<file path="config.mk">
export PLATFORM = sky130hd
export DESIGN_NAME = signed_cast_round_flat
export DESIGN_NICKNAME = d
export VERILOG_FILES = /design/src/rtl/signed_cast_round_if.sv /design/src/rtl/signed_cast_round.sv /design/src/flat_wrapper.sv
export SDC_FILE = /design/constraint.sdc
export NUM_CORES = 1
export LEC_CHECK = 0
export BUFFER_PORTS_ARGS = -buffer_cell sky130_fd_sc_hd__buf_2
export CORE_MARGIN = 3
export CORE_UTILIZATION = 41
export CTS_BUF_LIST = sky130_fd_sc_hd__clkbuf_16
export DETAILED_ROUTE_END_ITERATION = 12
export GPL_TIMING_DRIVEN = 0
export PLACE_DENSITY = 0.72
export RECOVER_POWER = 25
export SYNTH_ARGS = -nofsm -noshare
export SYNTH_HDL_FRONTEND = slang
export SYNTH_SLANG_ARGS = --single-unit
</file>
<file path="constraint.sdc">
create_clock -name clk -period 1.05 [get_ports clk]
set_input_delay 0.0525 -clock clk [delete_from_list [all_inputs] [get_ports clk]]
set_output_delay 0.0525 -clock clk [all_outputs]
set_load 0.005 [all_outputs]
</file>
<file path="src/rtl/signed_cast_round_if.sv">
// Streaming handshake bundle for signed_cast_round: input words, output words,
// per-lane clip warnings and sticky overflow status.
interface signed_cast_round_if #(
  parameter int DIN_WIDTH  = 16,
  parameter int DOUT_WIDTH = 8,
  parameter int CHANNELS   = 1
);
  logic [CHANNELS*DIN_WIDTH-1:0]  din;
  logic                           din_valid;
  logic                           din_ready;
  logic [CHANNELS*DOUT_WIDTH-1:0] dout;
  logic                           dout_valid;
  logic                           dout_ready;
  logic [2*CHANNELS-1:0]          warning;
  logic [CHANNELS-1:0]            ovf_sticky;
  logic                           ovf_clear;

  modport master (
    output din, din_valid, dout_ready, ovf_clear,
    input  din_ready, dout, dout_valid, warning, ovf_sticky
  );

  modport slave (
    input  din, din_valid, dout_ready, ovf_clear,
    output din_ready, dout, dout_valid, warning, ovf_sticky
  );
endinterface

</file>
<file path="src/rtl/signed_cast_round.sv">
// Multi-lane signed fixed-point converter: stage 1 aligns and rounds into a
// carry-safe intermediate, stage 2 saturates exactly to the output format.
module signed_cast_round #(
  parameter int DIN_WIDTH  = 16,
  parameter int DIN_POINT  = 12,
  parameter int DOUT_WIDTH = 8,
  parameter int DOUT_POINT = 4,
  parameter int CHANNELS   = 1,
  parameter int ROUND_MODE = 0,
  parameter int SYMMETRIC  = 0
) (
  input  logic               clk,
  input  logic               rst_n,
  signed_cast_round_if.slave bus
);
  localparam int S  = DIN_POINT - DOUT_POINT;
  // One spare bit above the aligned value so the rounding carry never wraps.
  localparam int IW = DIN_WIDTH - S + 1;
  localparam int CW = ((IW > DOUT_WIDTH) ? IW : DOUT_WIDTH) + 1;
  localparam logic signed [CW-1:0] MAX_V =
    {{(CW-DOUT_WIDTH+1){1'b0}}, {(DOUT_WIDTH-1){1'b1}}};
  localparam logic signed [CW-1:0] MIN_FULL =
    {{(CW-DOUT_WIDTH+1){1'b1}}, {(DOUT_WIDTH-1){1'b0}}};
  localparam logic signed [CW-1:0] MIN_V =
    (SYMMETRIC != 0) ? (MIN_FULL | CW'(1)) : MIN_FULL;

  logic w_en;
  logic w_xfer_out;
  logic r_s1_valid;
  logic r_dout_valid;

  assign w_en           = ~r_dout_valid | bus.dout_ready;
  assign w_xfer_out     = r_dout_valid & bus.dout_ready;
  assign bus.din_ready  = w_en;
  assign bus.dout_valid = r_dout_valid;

  always_ff @(posedge clk or negedge rst_n) begin
    if (!rst_n) begin
      r_s1_valid   <= 1'b0;
      r_dout_valid <= 1'b0;
    end else if (w_en) begin
      r_s1_valid   <= bus.din_valid;
      r_dout_valid <= r_s1_valid;
    end
  end

  genvar gi;
  generate
    for (gi = 0; gi < CHANNELS; gi++) begin : g_lane
      logic signed [DIN_WIDTH-1:0] w_x;
      logic signed [IW-1:0]        w_aligned;
      logic signed [IW-1:0]        r_s1_val;
      logic signed [CW-1:0]        w_v;
      logic                        w_hi;
      logic                        w_lo;
      logic [DOUT_WIDTH-1:0]       w_sat;
      logic [DOUT_WIDTH-1:0]       r_dout;
      logic [1:0]                  w_warn;
      logic [1:0]                  r_warn;
      logic                        r_sticky;

      assign w_x = bus.din[gi*DIN_WIDTH +: DIN_WIDTH];

      if (S > 0) begin : g_round
        localparam logic [S-1:0] HALF = S'(1) << (S - 1);
        logic signed [IW-1:0] w_trunc;
        logic [S-1:0]         w_frac;
        logic                 w_up;

        assign w_trunc = IW'(w_x >>> S);
        assign w_frac  = w_x[S-1:0];
        // Convergent rounds an exact half only when the truncated result is odd.
        assign w_up = (ROUND_MODE == 1) ? (w_frac >= HALF) :
                      (ROUND_MODE == 2) ? ((w_frac > HALF) | ((w_frac == HALF) & w_trunc[0])) :
                      1'b0;
        assign w_aligned = w_trunc + IW'(w_up);
      end else begin : g_shift
        assign w_aligned = IW'(w_x) <<< (-S);
      end

      always_ff @(posedge clk or negedge rst_n) begin
        if (!rst_n) begin
          r_s1_val <= '0;
        end else if (w_en) begin
          r_s1_val <= w_aligned;
        end
      end

      assign w_v    = CW'(r_s1_val);
      assign w_hi   = w_v > MAX_V;
      assign w_lo   = w_v < MIN_V;
      assign w_sat  = w_hi ? MAX_V[DOUT_WIDTH-1:0] :
                      (w_lo ? MIN_V[DOUT_WIDTH-1:0] : w_v[DOUT_WIDTH-1:0]);
      assign w_warn = w_hi ? 2'd1 : (w_lo ? 2'd2 : 2'd0);

      always_ff @(posedge clk or negedge rst_n) begin
        if (!rst_n) begin
          r_dout <= '0;
          r_warn <= 2'd0;
        end else if (w_en) begin
          r_dout <= w_sat;
          r_warn <= w_warn;
        end
      end

      // A clip leaving the block outranks a simultaneous clear.
      always_ff @(posedge clk or negedge rst_n) begin
        if (!rst_n) begin
          r_sticky <= 1'b0;
        end else if (w_xfer_out && (r_warn != 2'd0)) begin
          r_sticky <= 1'b1;
        end else if (bus.ovf_clear) begin
          r_sticky <= 1'b0;
        end
      end

      assign bus.dout[gi*DOUT_WIDTH +: DOUT_WIDTH] = r_dout;
      assign bus.warning[2*gi +: 2]                = r_warn;
      assign bus.ovf_sticky[gi]                    = r_sticky;
    end
  endgenerate
endmodule

</file>
<file path="src/flat_wrapper.sv">
// flat-port wrapper written by rule: the top's interface ports become plain ports
module signed_cast_round_flat 
#(
  parameter int DIN_WIDTH  = 16,
  parameter int DIN_POINT  = 12,
  parameter int DOUT_WIDTH = 8,
  parameter int DOUT_POINT = 4,
  parameter int CHANNELS   = 1,
  parameter int ROUND_MODE = 0,
  parameter int SYMMETRIC  = 0
)
  (clk, rst_n, bus_din, bus_din_valid, bus_dout_ready, bus_ovf_clear, bus_din_ready, bus_dout, bus_dout_valid, bus_warning, bus_ovf_sticky);
  signed_cast_round_if #(.DIN_WIDTH(DIN_WIDTH), .DOUT_WIDTH(DOUT_WIDTH), .CHANNELS(CHANNELS)) bus_i ();
  input  logic clk;
  input  logic rst_n;
  input wire logic [$bits(bus_i.din)-1:0] bus_din;
  input wire logic [$bits(bus_i.din_valid)-1:0] bus_din_valid;
  input wire logic [$bits(bus_i.dout_ready)-1:0] bus_dout_ready;
  input wire logic [$bits(bus_i.ovf_clear)-1:0] bus_ovf_clear;
  output wire logic [$bits(bus_i.din_ready)-1:0] bus_din_ready;
  output wire logic [$bits(bus_i.dout)-1:0] bus_dout;
  output wire logic [$bits(bus_i.dout_valid)-1:0] bus_dout_valid;
  output wire logic [$bits(bus_i.warning)-1:0] bus_warning;
  output wire logic [$bits(bus_i.ovf_sticky)-1:0] bus_ovf_sticky;
  assign bus_i.din = bus_din;
  assign bus_i.din_valid = bus_din_valid;
  assign bus_i.dout_ready = bus_dout_ready;
  assign bus_i.ovf_clear = bus_ovf_clear;
  assign bus_din_ready = bus_i.din_ready;
  assign bus_dout = bus_i.dout;
  assign bus_dout_valid = bus_i.dout_valid;
  assign bus_warning = bus_i.warning;
  assign bus_ovf_sticky = bus_i.ovf_sticky;
  signed_cast_round #(.DIN_WIDTH(DIN_WIDTH), .DIN_POINT(DIN_POINT), .DOUT_WIDTH(DOUT_WIDTH), .DOUT_POINT(DOUT_POINT), .CHANNELS(CHANNELS), .ROUND_MODE(ROUND_MODE), .SYMMETRIC(SYMMETRIC)) u_core (.clk(clk), .rst_n(rst_n), .bus(bus_i));
endmodule
</file>
Word-level counts from Yosys, hierarchy flattened
Cells that the tools add are included.
- magnitude comparators: 2
- reductions and logical operators: 3
- muxes and demuxes: 6
- bitwise operators: 3
- operators by type and width (cell ; count):
    two-way mux 8 bit ; 2
    greater-than comparator 8 bit (second input constant) ; 1
    < comparator 8 bit (second input constant) ; 1
    two-way mux 2 bit ; 2
    nonzero test 2 bit ; 2
    two-way mux 1 bit ; 2
    bitwise AND 1 bit ; 1
    logical AND 1 bit ; 1
    inverter 1 bit ; 1
    bitwise OR 1 bit ; 1
- logic and storage cells: 20
- input bits: 21
- output and inout port bits: 13
- register bits: 21

Longest topological paths before layout
Gate-level depths: netlist of the first run.
- word-level depth: 3
- gate-level depth with buffers: 3
- depth with buffers taken out: 2

Least setup slack after synthesis of the first run
No wires, ideal clock.
- path type: register to register
- start point: reg u_core.r_dout_valid, in the netlist u_core.bus.dout_valid
- end point: reg u_core.g_lane[0].r_dout[3], in the netlist u_core.bus.dout[3]
- path buffers: 1
- clock period less this slack: 1.075 ns
- library setup time: 0.125 ns
- arrival time: 0.950 ns
- required time: 0.925 ns
- setup slack: -0.025 ns
- stages on the path, launching flop included: 4
- path through: dfrtp_1 > nand2b_4 > buf_6 > mux2_4
- cells in the longest elaborated chain, start to end: 2
- RTL lines (item ; RTL line ; text):
    start: declaration ; signed_cast_round.sv:30 ; logic r_dout_valid;
    start signal: assignment ; signed_cast_round.sv:43 ; r_dout_valid <= r_s1_valid;
    inverter 1 bit ; signed_cast_round.sv:32 ; assign w_en = ~r_dout_valid | bus.dout_ready;
    bitwise OR 1 bit ; signed_cast_round.sv:32 ;
    end signal: assignment ; signed_cast_round.sv:101 ; r_dout <= w_sat;
    end: declaration ; signed_cast_round.sv:57 ; logic [DOUT_WIDTH-1:0] r_dout;
Every way passes these cells.
A chain may end at the register's enable or synchronous reset.

Final worst setup path of the first run
- start point: reg u_core.r_dout_valid, in the netlist u_core.bus.dout_valid
- end point: reg u_core.g_lane[0].r_dout[5], in the netlist u_core.bus.dout[5]
The elaborated chain is that of the path after synthesis.

==> key figures, run 1 <==
Timing
  – RSZ-0062 raised after global routing: true
  – Ratio of final minimum period to clock period: 104.0%
  – Hold Vio Cnt, Final: 0
  – Max Fclk: 915.6 MHz
  – Tmin final: 1092 ps
  – Final count of pins violating max slew: 0
  – Final setup viols: 18
  – Final setup skew: 4.735 ps
  – Post-route worst setup slack: -42.14 ps

Detailed routing
  – Starting DRT DRC Count: 3
  – Post-route DRC: 0
  – Avg WL per Cell: 13.55 um
  – Post-DR vias/cell: 4.524
  – Drt pass-1 iters: 4
  – Antenna Violating Nets Remaining: 0
  – DR vias: 466
  – Total length of routed wires: 1396 um

Worst setup path
  – Crit path launch type: register
  – Sequence of cells on the critical path: nand2b_4 > buf_12 > mux2_4
  – Critical Path End Type: register
  – Critical path arrival: 1220 ps
  – Slowest stage delay, CP: 400 ps
  – Slowest CP cell: dfrtp_1
  – CP max FO: 10
  – Kind of critical path: reg2reg
  – CP required: 1180 ps

Power and ir drop
  – Internal Pwr Total: 1.651 mW
  – Worst vdd ir: 0.0008549 V
  – P_sw: 0.4532 mW
  – Pleak: 0.5721 nW
  – Comb power frac: 18.6%
  – Clock share of power: 36.5%
  – PD cells: 1920 nW/um^2
  – Sequential Power Share: 44.9%
  – Switching share of power: 21.54%

Logic synthesis
  – Post-synth top area cell: dfrtp_1
  – Syn nets: 69
  – Top_reg_cell synth: dfrtp_1
  – Most common cell in the synthesized netlist: dfrtp_1
  – Post-Syn Area per Cell: 17.31 um^2
  – Synthesized area: 830.8 um^2
  – Post-synth EDFFs: 0
  – Seq/Total Area, Yosys: 60.24%
  – Number of distinct standard cells referenced by the synthesized netlist: 11
  – Async SR Flop Fraction: 100.0%
  – Post-synth top cells: dfrtp_1, mux2_4, buf_6, inv_1
  – Mapped Cells: 48
  – Seq cells post-synth: 20
  – Ys Warns: 0
  – Yosys top cell area share: 60.24%
  – Synth area leaders: dfrtp_1, mux2_4, buf_6

Finish
  – Area taken by multi-input logic gates: 292.8 um^2
  – ANT cells: 0
  – Post-route cell area: 1096 um^2
  – Fill count: 160
  – Register area: 500.5 um^2
  – P&R area growth vs syn: 31.93%
  – Fin nets: 100
  – Fraction of layout instances using a drive strength above 1: 62.82%
  – Core Util, Final: 60.21%

Floorplan
  – Die Span X: 51.02 um
  – Core ar.: 1821 um^2
  – Die area: 2603 um^2
  – Starting Density: 45.64%
  – Row count: 15
  – Die height: 51.02 um
  – I/O pins: 34

Clocking
  – Clock latency on the worst-skew pair: 250 ps
  – Htree depth: 1
  – Clk slew on worst S/H paths: 50 ps
  – Sink Count: 20
  – CTS Root Cell: clkbuf_16
  – CTS tree: done
  – Number of CTS-inserted buffers: 3
  – CTS max path bufs: 2

GRT
  – Largest net degree at the start of global routing: 21
  – First-pass GRT wire length: 2311 um
  – Initial antenna violation count: 0
  – Global route overflow: 0
  – GR Util All Layers: 12.08%
  – Vias in the first global route: 479

Min path
  – HP Class: in2reg

Status
  – Run status: complete, but fails checks
  – Failing checks: negative setup slack

Place
  – Detailed Place HPWL: 917.1 um
  – Placed inst area: 985.9 um^2
  – Placer congestion estimate: 0.5711
  – IO buf count: 24

Run
  – # Max-Cap Violations: 0
## worst max-delay path: cells and delay by family (launching register included)
family        cells  cell delay [ps]
buf+inv           1              150
mux               1              310
flops             1              400
simple gates      1              110
## cells in the final DEF (no fill, tap or decap), drive strengths merged
cell type     n
nand3         1
conb          1
mux2         17
buf          27
o21ai         1
nand2b        2
clkinv        1
nor2          1
dfrtp        20
clkbuf        4
dlygate4sd3   1
inv           2
## cells by family after synthesis
logic type      share of synthesized area (%)
compound gates                         0.6018
simple gates                            3.463
mux                                     30.72
flops                                   60.24
buf+inv                                 4.519
other cells                            0.4514
## stage by stage
stage          power, mW  std cells  TNS (ps)  setup slack (ps)  hold slack [ps]
3_5_place_dp       1.327         97    -620.0            -44.42            15.33
4_1_cts            2.130        102    -654.9            -51.62           0.6591
2_1_floorplan      1.189         48    -277.8            -20.58           -243.1
3_3_place_gp       1.315         97    -531.3            -39.89            13.30
5_1_grt            2.207        103    -841.4            -69.99            18.18
6_report           2.104        103    -433.1            -42.14            6.258
## power groups by stage
stage | clock network [mW] | logic (mW) | registers (mW)
finish | 0.768 | 0.392 | 0.944
global route | 0.825 | 0.422 | 0.960
CTS | 0.792 | 0.391 | 0.948
detailed placement | 0 | 0.372 | 0.955
global placement | 0 | 0.364 | 0.951
floorplan | 0 | 0.236 | 0.953
## final timing paths
| check | to | slack, ps | startpoint | cells after the start |
|---|---|---|---|---|
| worst max-delay path | u_core.bus.dout[5] | -40 | u_core.bus.dout_valid | 3 |
| worst min-delay path | u_core.bus.ovf_sticky | 6 | bus_ovf_clear | 2 |
| worst max register to register | u_core.bus.dout[5] | -40 | u_core.bus.dout_valid | 3 |
| worst min register to register | u_core.bus.dout_valid | 470 | u_core.r_s1_valid | 1 |
| max in group asynchronous | u_core.bus.warning[0] | 420 | rst_n | 2 |
| min in group asynchronous | u_core.g_lane[0].r_s1_val[1] | 310 | rst_n | 2 |
## area by class of cell
class | count | area share [%]
plain buffers | 3 | 4.338
clock buffers | 3 | 6.849
clock inverters | 1 | 0.3425
inverters | 2 | 0.6849
multi-input cells | 23 | 26.71
flip-flops and latches | 20 | 45.66
well taps | 25 | 2.854
repair buffers | 26 | 12.56
## sequential cells by signal, indices dropped and copies added (netlist names)
signal and flops:
u_core.g_lane.r_s1_val 8, u_core.bus.ovf_sticky 1, u_core.r_s1_valid 1, u_core.bus.dout 8
u_core.bus.warning 1, u_core.bus.dout_valid 1
## repair_timing
action	CTS	global route
hold buffers	1	0
gates resized for setup	3	0
buffers inserted	0	1
endpoints found under the hold margin	20	0
setup endpoints to repair	18	18
## metal layers
layer  part of all wire, %  vias to the layer above  global-route usage, %
met3                   7.7                        2                  2.624
li1                      -                      218                      -
met2                    48                       22                  18.03
met5                     0                        -                      0
met1                    43                      224                  16.17
met4                   1.0                        0                  6.726
Power figures use the tool's default switching activity.
==> inputs of run 2 (changes only) <==
--- a/config.mk
+++ b/config.mk
@@ -13,6 +13,7 @@
 export GPL_TIMING_DRIVEN = 0
 export PLACE_DENSITY = 0.72
 export RECOVER_POWER = 25
+export SKIP_LAST_GASP = 1
 export SYNTH_ARGS = -nofsm -noshare
 export SYNTH_HDL_FRONTEND = slang
 export SYNTH_SLANG_ARGS = --single-unit
==> constraint.sdc (replaced) <==
create_clock -name clk -period 1.05 [get_ports clk]
set_input_delay 0.0525 -clock clk [delete_from_list [all_inputs] [get_ports clk]]
set_output_delay 0.0525 -clock clk [all_outputs]
set_load 0.01 [all_outputs]
==> key figures, run 2 (same netlist as run 1, synthesis figures left out) <==
Clocking
  – Clk slew on worst S/H paths: 60 ps (about the same)
  – Sink Count: 20 (unchanged)
  – Number of CTS-inserted buffers: 3 (unchanged)
  – CTS tree: done
  – CTS Root Cell: clkbuf_16
  – Htree depth: 1 (unchanged)
  – CTS max path bufs: 2 (unchanged)
  – Clock latency on the worst-skew pair: 250 ps (about the same)

Floorplan
  – Die height: 51.02 um (unchanged)
  – Die area: 2603 um^2 (unchanged)
  – Row count: 15 (unchanged)
  – Starting Density: 45.64% (unchanged)
  – I/O pins: 34 (unchanged)
  – Die Span X: 51.02 um (unchanged)
  – Core ar.: 1821 um^2 (unchanged)

Worst setup path
  – CP required: 1000 ps (-180 ps)
  – Crit path buf inv count: 2 (+1)
  – Kind of critical path: reg2out
  – Slowest CP cell: dfrtp_1
  – Crit path launch type: register
  – Sequence of cells on the critical path: nand2b_4 > buf_12 > buf_2
  – Critical Path End Type: output pin
  – Top delay family on crit path: flip-flops
  – Slowest stage delay, CP: 410 ps (about the same)
  – CP max FO: 9 (-1)
  – Critical path arrival: 1040 ps (-180 ps)

GRT
  – Initial antenna violation count: 0 (unchanged)
  – Vias in the first global route: 504 (+5.2%)
  – First-pass GRT wire length: 2339 um (+1.2%)
  – Largest net degree at the start of global routing: 21 (unchanged)
  – GR Util All Layers: 12.66% (+0.58 points)
  – Global route overflow: 0 (unchanged)

Finish
  – ANT cells: 0 (unchanged)
  – P&R area growth vs syn: 37.20%
  – Fraction of layout instances using a drive strength above 1: 63.75% (+0.93 points)
  – Post-route cell area: 1140 um^2 (+4.0%)
  – Most frequent cells in the layout: buf_2, dfrtp_1, mux2_4
  – Most common cell after layout, fill and taps aside: buf_2
  – Fin nets: 102 (+2.0%)
  – Fill count: 161 (+0.63%)
  – Core Util, Final: 62.61% (+2.4 points)

Timing
  – Final count of pins violating max slew: 0 (unchanged)
  – Final setup viols: 18 (unchanged)
  – Hold Vio Cnt, Final: 0 (unchanged)
  – Tmin final: 1088 ps (-4.621 ps)
  – Ratio of final minimum period to clock period: 103.6% (-0.44 points)
  – Worst hold slack: 26.69 ps (+20.43 ps)
  – Post-route worst setup slack: -37.52 ps (+4.621 ps)
  – Final setup skew: 3.942 ps (-0.7921 ps)
  – RSZ-0062 raised after global routing: true
  – Max Fclk: 919.5 MHz (+0.42%)

Detailed routing
  – Post-route DRC: 0 (unchanged)
  – Total length of routed wires: 1312 um (-6.0%)
  – DR vias: 484 (+3.9%)
  – Drt pass-1 iters: 2 (-2)
  – Avg WL per Cell: 12.50 um (-7.8%)
  – Post-DR vias/cell: 4.610 (+1.9%)
  – Antenna Violating Nets Remaining: 0 (unchanged)
  – Starting DRT DRC Count: 3 (unchanged)

Status
  – Failing checks: negative setup slack
  – Run status: complete, but fails checks

Power and ir drop
  – Internal Pwr Total: 1.908 mW (+16%)
  – P_sw: 0.4928 mW (+8.7%)
  – Comb power frac: 17.7% (-0.9 points)
  – Clock share of power: 43.1% (+6.6 points)
  – Sequential Power Share: 39.2% (-5.7 points)
  – Pleak: 0.5935 nW (+3.7%)
  – Switching share of power: 20.52% (-1.0 points)
  – Total Power: 2.401 mW (+14%)
  – Worst vdd ir: 0.001820 V (+110%)
  – PD cells: 2107 nW/um^2 (+9.7%)

Min path
  – HP Class: in2reg

Run
  – # Max-Cap Violations: 0 (unchanged)

Place
  – IO buf count: 24 (unchanged)
  – Placed inst area: 989.7 um^2 (+0.38%)
  – Dpl ws: -50.11 ps (-5.687 ps)
  – Placer congestion estimate: 0.6092 (+6.7%)
-- run 2: cell types whose count changed in the layout (fill, tap and decap cells not counted), sizes merged --
cell         change
buf              +1
dlygate4sd3      +1
clkinv           -1
bufinv           +1
-- run 2: final timing paths --
path | start | endpoint | slack [ps] | depth (start not counted)
min reg2reg | u_core.r_s1_valid | u_core.bus.dout_valid | 460 | 1
max | u_core.bus.dout_valid | bus_din_ready | -40 | 3
max in group asynchronous | rst_n | u_core.bus.warning[0] | 430 | 2
min | bus_din[12] | u_core.g_lane[0].r_s1_val[4] | 30 | 2
min in group asynchronous | rst_n | u_core.bus.dout[5] | 290 | 2
max reg2reg | u_core.bus.dout_valid | u_core.bus.dout[4] | -30 | 3
-- run 2: layout make-up --
class	instances	area, um^2	area share [%]
Tap cell	25	31.28	2.744
Sequential cell	20	500.5	43.91
Multi-Input combinational cell	23	292.8	25.69
Timing Repair Buffer	28	155.1	13.61
Clock buffer	3	75.07	6.586
Buffer	3	47.55	4.171
Inverter	2	7.507	0.6586
Clock inverter	1	30.03	2.634
-- run 2: metal layers --
layer	global-route usage, %	routed length, um	up-vias
met5	0	0	-
met4	8.072	16	0
met3	4.665	96	2
met2	18.03	626	17
met1	16.07	573	244
li1	-	-	221
-- run 2: what timing repair did --
item	in CTS	in global routing
hold buffers	2	0
setup buffers	2	0
setup endpoints to repair	18	18
pin swaps	0	0
resized for setup	2	0
endpoints found under the hold margin	21	0
-- run 2: metrics by stage --
step,std cells,setup TNS [ps]
3_5_place_dp,97,-678.8
4_1_cts,105,-444.6
6_report,105,-369.0
3_3_place_gp,97,-549.3
2_1_floorplan,48,-851.8
5_1_grt,105,-998.2
-- run 2: power groups by stage --
| stage | Clock [mW] | Sequential (mW) | Combinational, mW |
|---|---|---|---|
| final | 1.03 | 0.942 | 0.426 |
| after global routing | 1.08 | 0.957 | 0.459 |
| after CTS | 1.05 | 0.943 | 0.435 |
| after detailed placement | 0 | 0.953 | 0.404 |
| after global placement | 0 | 0.951 | 0.398 |
| after floorplan | 0 | 0.979 | 0.242 |
